## config.mk

```make
export PLATFORM = sky130hd
export DESIGN_NAME = pipe_hazard_ctrl
export DESIGN_NICKNAME = d
export VERILOG_FILES = /design/src/rtl/pipe_hazard_ctrl_pkg.sv /design/src/rtl/hazard_scoreboard.sv /design/src/rtl/pipe_hazard_ctrl.sv
export SDC_FILE = /design/constraint.sdc
export NUM_CORES = 1
export LEC_CHECK = 0
export BUFFER_PORTS_ARGS = -buffer_cell sky130_fd_sc_hd__buf_2
export CAP_MARGIN = 0
export CORE_ASPECT_RATIO = 1.1
export CORE_MARGIN = 1
export CORE_UTILIZATION = 47
export DETAILED_ROUTE_END_ITERATION = 12
export PLACE_DENSITY = 0.73
export SYNTH_ARGS = -nofsm -noshare
export SYNTH_HDL_FRONTEND = slang
export SYNTH_HIERARCHICAL = 1
export SYNTH_SLANG_ARGS = --single-unit
export TNS_END_PERCENT = 10
```

## constraint.sdc

```tcl
create_clock -name clk -period 2.2 [get_ports clk]
set_input_delay 0.44 -clock clk [delete_from_list [all_inputs] [get_ports clk]]
set_output_delay 0.44 -clock clk [all_outputs]
set_load 0.01 [all_outputs]
```

## src/rtl/pipe_hazard_ctrl_pkg.sv

```systemverilog
// Shared encodings for the pipeline hazard controller: FSM state codes,
// the regfile forward-select value and the hard-wired zero register.
package pipe_hazard_ctrl_pkg;

    typedef enum logic {
        ST_RUN   = 1'b0,
        ST_FLUSH = 1'b1
    } hz_state_e;

    localparam int FWD_RF   = 0;
    localparam int REG_ZERO = 0;

endpackage

```

## src/rtl/hazard_scoreboard.sv

```systemverilog
// In-flight destination scoreboard (EX..WB) with the per-source match and
// youngest-first priority encoder, shared by both ID source operands.
module hazard_scoreboard
    import pipe_hazard_ctrl_pkg::*;
#(
    parameter int REG_AW     = 5,
    parameter int PIPE_DEPTH = 4,
    parameter int FORWARD_EN = 1,
    parameter int SEL_W      = $clog2(PIPE_DEPTH)
) (
    input  logic              clk,
    input  logic              rst,
    input  logic              advance,
    input  logic              ins_valid,
    input  logic [REG_AW-1:0] ins_rd,
    input  logic              ins_load,
    input  logic [REG_AW-1:0] rs,
    input  logic [REG_AW-1:0] rt,
    input  logic              rs_used,
    input  logic              rt_used,
    output logic              hazard,
    output logic [SEL_W-1:0]  fwd_a_sel,
    output logic [SEL_W-1:0]  fwd_b_sel
);

    logic [PIPE_DEPTH-1:0]             sb_vld;
    logic [PIPE_DEPTH-1:0]             sb_ld;
    logic [PIPE_DEPTH-1:0][REG_AW-1:0] sb_rd;

    logic [1:0][REG_AW-1:0]     src;
    logic [1:0]                 used;
    logic [1:0][PIPE_DEPTH-1:0] match;
    logic [1:0]                 haz;
    logic [1:0][SEL_W-1:0]      sel;

    assign src  = {rt, rs};
    assign used = {rt_used, rs_used};

    always_ff @(negedge clk or posedge rst) begin
        if (rst) begin
            sb_vld <= '0;
            sb_ld  <= '0;
            sb_rd  <= '0;
        end else if (advance) begin
            sb_vld <= {sb_vld[PIPE_DEPTH-2:0], ins_valid};
            sb_ld  <= {sb_ld[PIPE_DEPTH-2:0], ins_load};
            sb_rd  <= {sb_rd[PIPE_DEPTH-2:0], ins_rd};
        end
    end

    always_comb begin
        match = '0;
        for (int s = 0; s < 2; s++)
            for (int k = 0; k < PIPE_DEPTH; k++)
                match[s][k] = used[s] && sb_vld[k] && (sb_rd[k] == src[s]) &&
                              (src[s] != REG_AW'(REG_ZERO));
    end

    // Oldest-to-youngest scan so the youngest producer wins; the WB stage is
    // never forwarded because the regfile write lands before the ID read.
    always_comb begin
        haz = '0;
        sel = '0;
        for (int s = 0; s < 2; s++) begin
            sel[s] = SEL_W'(FWD_RF);
            if (FORWARD_EN != 0) begin
                if (match[s][0] && sb_ld[0])
                    haz[s] = 1'b1;
                else
                    for (int k = PIPE_DEPTH-2; k >= 0; k--)
                        if (match[s][k]) sel[s] = SEL_W'(k + 1);
            end else begin
                for (int k = 0; k < PIPE_DEPTH-1; k++)
                    if (match[s][k]) haz[s] = 1'b1;
            end
        end
    end

    assign hazard    = |haz;
    assign fwd_a_sel = sel[0];
    assign fwd_b_sel = sel[1];

endmodule

```

## src/rtl/pipe_hazard_ctrl.sv

```systemverilog
// Pipeline hazard/interlock controller: branch-flush FSM, freeze/flush/stall
// priority, and a saturating stall-cycle counter around the scoreboard.
module pipe_hazard_ctrl
    import pipe_hazard_ctrl_pkg::*;
#(
    parameter int REG_AW       = 5,
    parameter int PIPE_DEPTH   = 4,
    parameter int FORWARD_EN   = 1,
    parameter int BRANCH_FLUSH = 2,
    parameter int CNT_W        = 16
) (
    input  logic                          clk,
    input  logic                          rst,
    input  logic                          id_valid,
    input  logic [REG_AW-1:0]             id_rs,
    input  logic [REG_AW-1:0]             id_rt,
    input  logic                          id_rs_used,
    input  logic                          id_rt_used,
    input  logic                          id_regwr,
    input  logic [REG_AW-1:0]             id_rd,
    input  logic                          id_memtoreg,
    input  logic                          ex_br_taken,
    input  logic                          mem_busy,
    output logic                          stall_if,
    output logic                          stall_id,
    output logic                          flush_ifid,
    output logic [$clog2(PIPE_DEPTH)-1:0] fwd_a_sel,
    output logic [$clog2(PIPE_DEPTH)-1:0] fwd_b_sel,
    output logic [CNT_W-1:0]              stall_cnt
);

    localparam int SEL_W = $clog2(PIPE_DEPTH);

    hz_state_e  state, state_nxt;
    logic [2:0] fcnt, fcnt_nxt;
    logic       hazard, branch, ins_valid;

    assign branch    = ex_br_taken || (state == ST_FLUSH);
    assign ins_valid = !branch && !hazard && id_valid && id_regwr;

    hazard_scoreboard #(
        .REG_AW     (REG_AW),
        .PIPE_DEPTH (PIPE_DEPTH),
        .FORWARD_EN (FORWARD_EN),
        .SEL_W      (SEL_W)
    ) u_sb (
        .clk       (clk),
        .rst       (rst),
        .advance   (!mem_busy),
        .ins_valid (ins_valid),
        .ins_rd    (id_rd),
        .ins_load  (id_memtoreg),
        .rs        (id_rs),
        .rt        (id_rt),
        .rs_used   (id_rs_used),
        .rt_used   (id_rt_used),
        .hazard    (hazard),
        .fwd_a_sel (fwd_a_sel),
        .fwd_b_sel (fwd_b_sel)
    );

    // Freeze beats flush beats hazard; outputs are forced quiet while in reset.
    always_comb begin
        stall_if   = 1'b0;
        stall_id   = 1'b0;
        flush_ifid = 1'b0;
        if (!rst) begin
            if (mem_busy) begin
                stall_if = 1'b1;
                stall_id = 1'b1;
            end else if (branch) begin
                flush_ifid = 1'b1;
            end else if (hazard) begin
                stall_if = 1'b1;
                stall_id = 1'b1;
            end
        end
    end

    always_comb begin
        state_nxt = state;
        fcnt_nxt  = fcnt;
        if (!mem_busy) begin
            if (ex_br_taken && (BRANCH_FLUSH > 1)) begin
                state_nxt = ST_FLUSH;
                fcnt_nxt  = 3'(BRANCH_FLUSH - 1);
            end else if (state == ST_FLUSH) begin
                if (fcnt <= 3'd1) begin
                    state_nxt = ST_RUN;
                    fcnt_nxt  = '0;
                end else begin
                    fcnt_nxt = fcnt - 3'd1;
                end
            end
        end
    end

    always_ff @(negedge clk or posedge rst) begin
        if (rst) begin
            state     <= ST_RUN;
            fcnt      <= '0;
            stall_cnt <= '0;
        end else begin
            state <= state_nxt;
            fcnt  <= fcnt_nxt;
            if (stall_if && (stall_cnt != '1))
                stall_cnt <= stall_cnt + 1'b1;
        end
    end

endmodule

```

==> flow_metrics.tcl <==
set metrics [dict create \
    gp_congestion 0.886 \
    overflow 0 \
    ff_latch_area_um2 976 \
    grt_antenna_before_repair 0 \
    p_leak_nw 1.67 \
    synth_edf_count 0 \
    path_max_fanout 3 \
    htree_levels 2 \
    end_kind "output port" \
    ys_seq_area_share_pct 43.0 \
    cts.path.max_buffers 2 \
    swShare_pct 31.8 \
    cp.arrival_ns 3.38 \
    post-place-cells 361 \
    final_cells 375 \
    start_util_pct 48.7 \
    post-route-util_pct 73.0 \
    ys.flop_type "dfrtn_1" \
    dp_hpwl_um 4020 \
    min_path_type "reg2reg" \
    startpoint_type "flop" \
    syn2layout_area_growth_pct 49.8 \
    rsz0062_at_grt "yes" \
    r2r_slack_ns -0.55 \
    maxCapViolCount 0 \
    port_buffers 46 \
    synth_top_area_share_pct 43.0 \
    coreArea_mm2 0.00465 \
    final_cell_mix "buf_4, buf_2, dfrtn_1, xor2_1, mux2_2" \
    clock_latency_ns 0.29 \
    fin_tns_setup_ns -30.79 \
    p_int_mw 1.51 \
    grt_pass1_wl_um 8960 \
    setup_slack_ns -1.62 \
    violations "setup timing" \
    initialDrtViolationCount 59 \
    final_area_mm2 0.00340 \
    post_drt_wl_per_cell_um 14.9 \
    switchingPower_uw 705 \
    layout_commonest_cell "buf_4" \
    yosysTopAreaCell "dfrtn_1" \
    crit_required_ns 1.76 \
    skew_ns 0.00243 \
    p_seq_share_pct 42.6 \
    synth.distinct_cells 40 \
    dieArea_mm2 0.00511 \
    ir_worst_vdd_uv 649 \
    layout-drive-gt1-share_pct 54.5 \
    p_clk_share_pct 19.8 \
    drt_wl_total_um 5600 \
    relSlewSlack_pct 66.4 \
    grt_start_max_net_pins 22 \
    track_usage_pct 23.9 \
    status "complete, but fails checks" \
    via_count 1961 \
    clock_sinks 39 \
    tritoncts "yes" \
    clkTransAtPathRegs_ns 0.05 \
    num_rows 26 \
    p_comb_share_pct 37.7 \
    multiInputGateArea_mm2 0.00143 \
    placed_cell_area_mm2 0.00304 \
    drt_first_pass_iters 4 \
    synth_seq_cells 39 \
    synthCells 204 \
    worstMarginPinSlew_ns 0.500 \
    setup_viol_count_final 40 \
    yosys_warnings 6 \
    synth_area_mm2 0.00227 \
    die_width_um 68.2 \
    die_h_um 74.8 \
    place_ws_ns -1.49 \
    antenna_cells 0 \
    drc 0 \
    grt_pass1_vias 2007 \
    pin_count 47 \
    viasPerCell 5.23 \
    netlist_top_cells_area "dfrtn_1, xor2_1, mux2_2, xnor2_1, nand3_1" \
    n_fill_cell 330 \
    worstSetupPathType "reg2out" \
    hold_buffers 0 \
    power_mw 2.22 \
    cts_made_buffers 5 \
    finalNetCount 347 \
    synth_area_per_cell_um2 11.1 \
    finalMaxSlewViolations 0 \
    ant_nets 0 \
    timing.hold.ws_ns 0.476 \
    synth_nets 231 \
    async_flop_share_pct 100 \
    cts_root_buf "clkbuf_8" \
    power_density_mw_per_mm2 653 \
    hold_viol_final 0 \
]
## cells in the mapped netlist (2+ instances only)
library cell   n
and3_1         5
nand4_1        8
or4_1          2
o32ai_1        2
o21ai_0        3
a21oi_1        3
buf_2          3
xnor2_1       14
dfrtn_1       39
inv_1          6
mux2_2        20
or3_1          2
nor4_2         3
nor2_1         5
mux2_1         2
o21ai_1        2
ha_1           3
o21bai_2       2
nand3_1       10
xor2_1        29
nor3_1        10
nand2_1       10
nor4_1         4
## logic make-up (layout without fill, tap and decap cells)
family	after synthesis	after routing	share of synthesized area, %
AOI/OAI and AO/OA	19	19	6.57
xor gates and xnor gates	43	43	16.6
adders and majority gates	3	3	1.66
buffers and inverters	11	126	2.48
DFF	39	39	43.0
muxes	22	22	10.9
and+or+nand+nor	67	67	18.7
## sequential cells by signal, indices dropped and copies added (netlist names)
register     cells
u_sb/sb_rd      15
u_sb/sb_vld      3
state            1
stall_cnt       16
u_sb/sb_ld       1
fcnt             3
## final timing paths
path	from	to	cells past startpoint
max reg2reg	u_sb/sb_rd[2]$_DFFE_NP0P_	stall_cnt[14]$_DFFE_NP0P_	10
max	u_sb/sb_rd[2]$_DFFE_NP0P_	stall_if	9
min in group asynchronous	rst	fcnt[1]$_DFFE_NP0P_	3
min	fcnt[2]$_DFFE_NP0P_	fcnt[2]$_DFFE_NP0P_	2
min reg2reg	fcnt[2]$_DFFE_NP0P_	fcnt[2]$_DFFE_NP0P_	2
max in group asynchronous	rst	stall_cnt[11]$_DFFE_NP0P_	3
## power by group through the flow
| stage | Sequential [mW] | Combinational, mW | Clock [mW] |
|---|---|---|---|
| CTS | 0.940 | 0.824 | 0.458 |
| global route | 0.956 | 0.906 | 0.481 |
| detailed placement | 0.948 | 0.759 | 0 |
| global placement | 0.949 | 0.739 | 0 |
| finish | 0.943 | 0.835 | 0.438 |
| floorplan | 1.02 | 0.318 | 0 |
## worst max-delay path: stages (launching register included)
cell and delay (ns):
dfrtn_1 0.53, xnor2_2 0.16, nand4_1 0.16, or3_4 0.36
a21boi_2 0.16, nor3b_4 0.28, o21ai_4 0.08, buf_6 0.12
inv_4 0.05, buf_6 0.09
## layer usage
layer / share of wire [%] / track usage, % / vias up
li1: - / - / 964
met1: 42 / 27.4 / 937
met2: 52 / 44.2 / 46
met3: 3.6 / 4.09 / 14
met4: 2.8 / 8.33 / 0
met5: 0 / 0 / -
## area by class of cell
type                       instances  area share, %
clock buffer                       6           2.14
inverter                           6          0.737
tap                               56           2.06
timing repair buffer             114           24.1
multi-input combinational        154           42.2
sequential                        39           28.7
## repair_timing
item	CTS	global route
pin swaps	17	8
gates resized for setup	36	5
buffers inserted	11	2
gates cloned	0	0
endpoints found under the setup margin	40	40
Power figures use the tool's default switching activity.
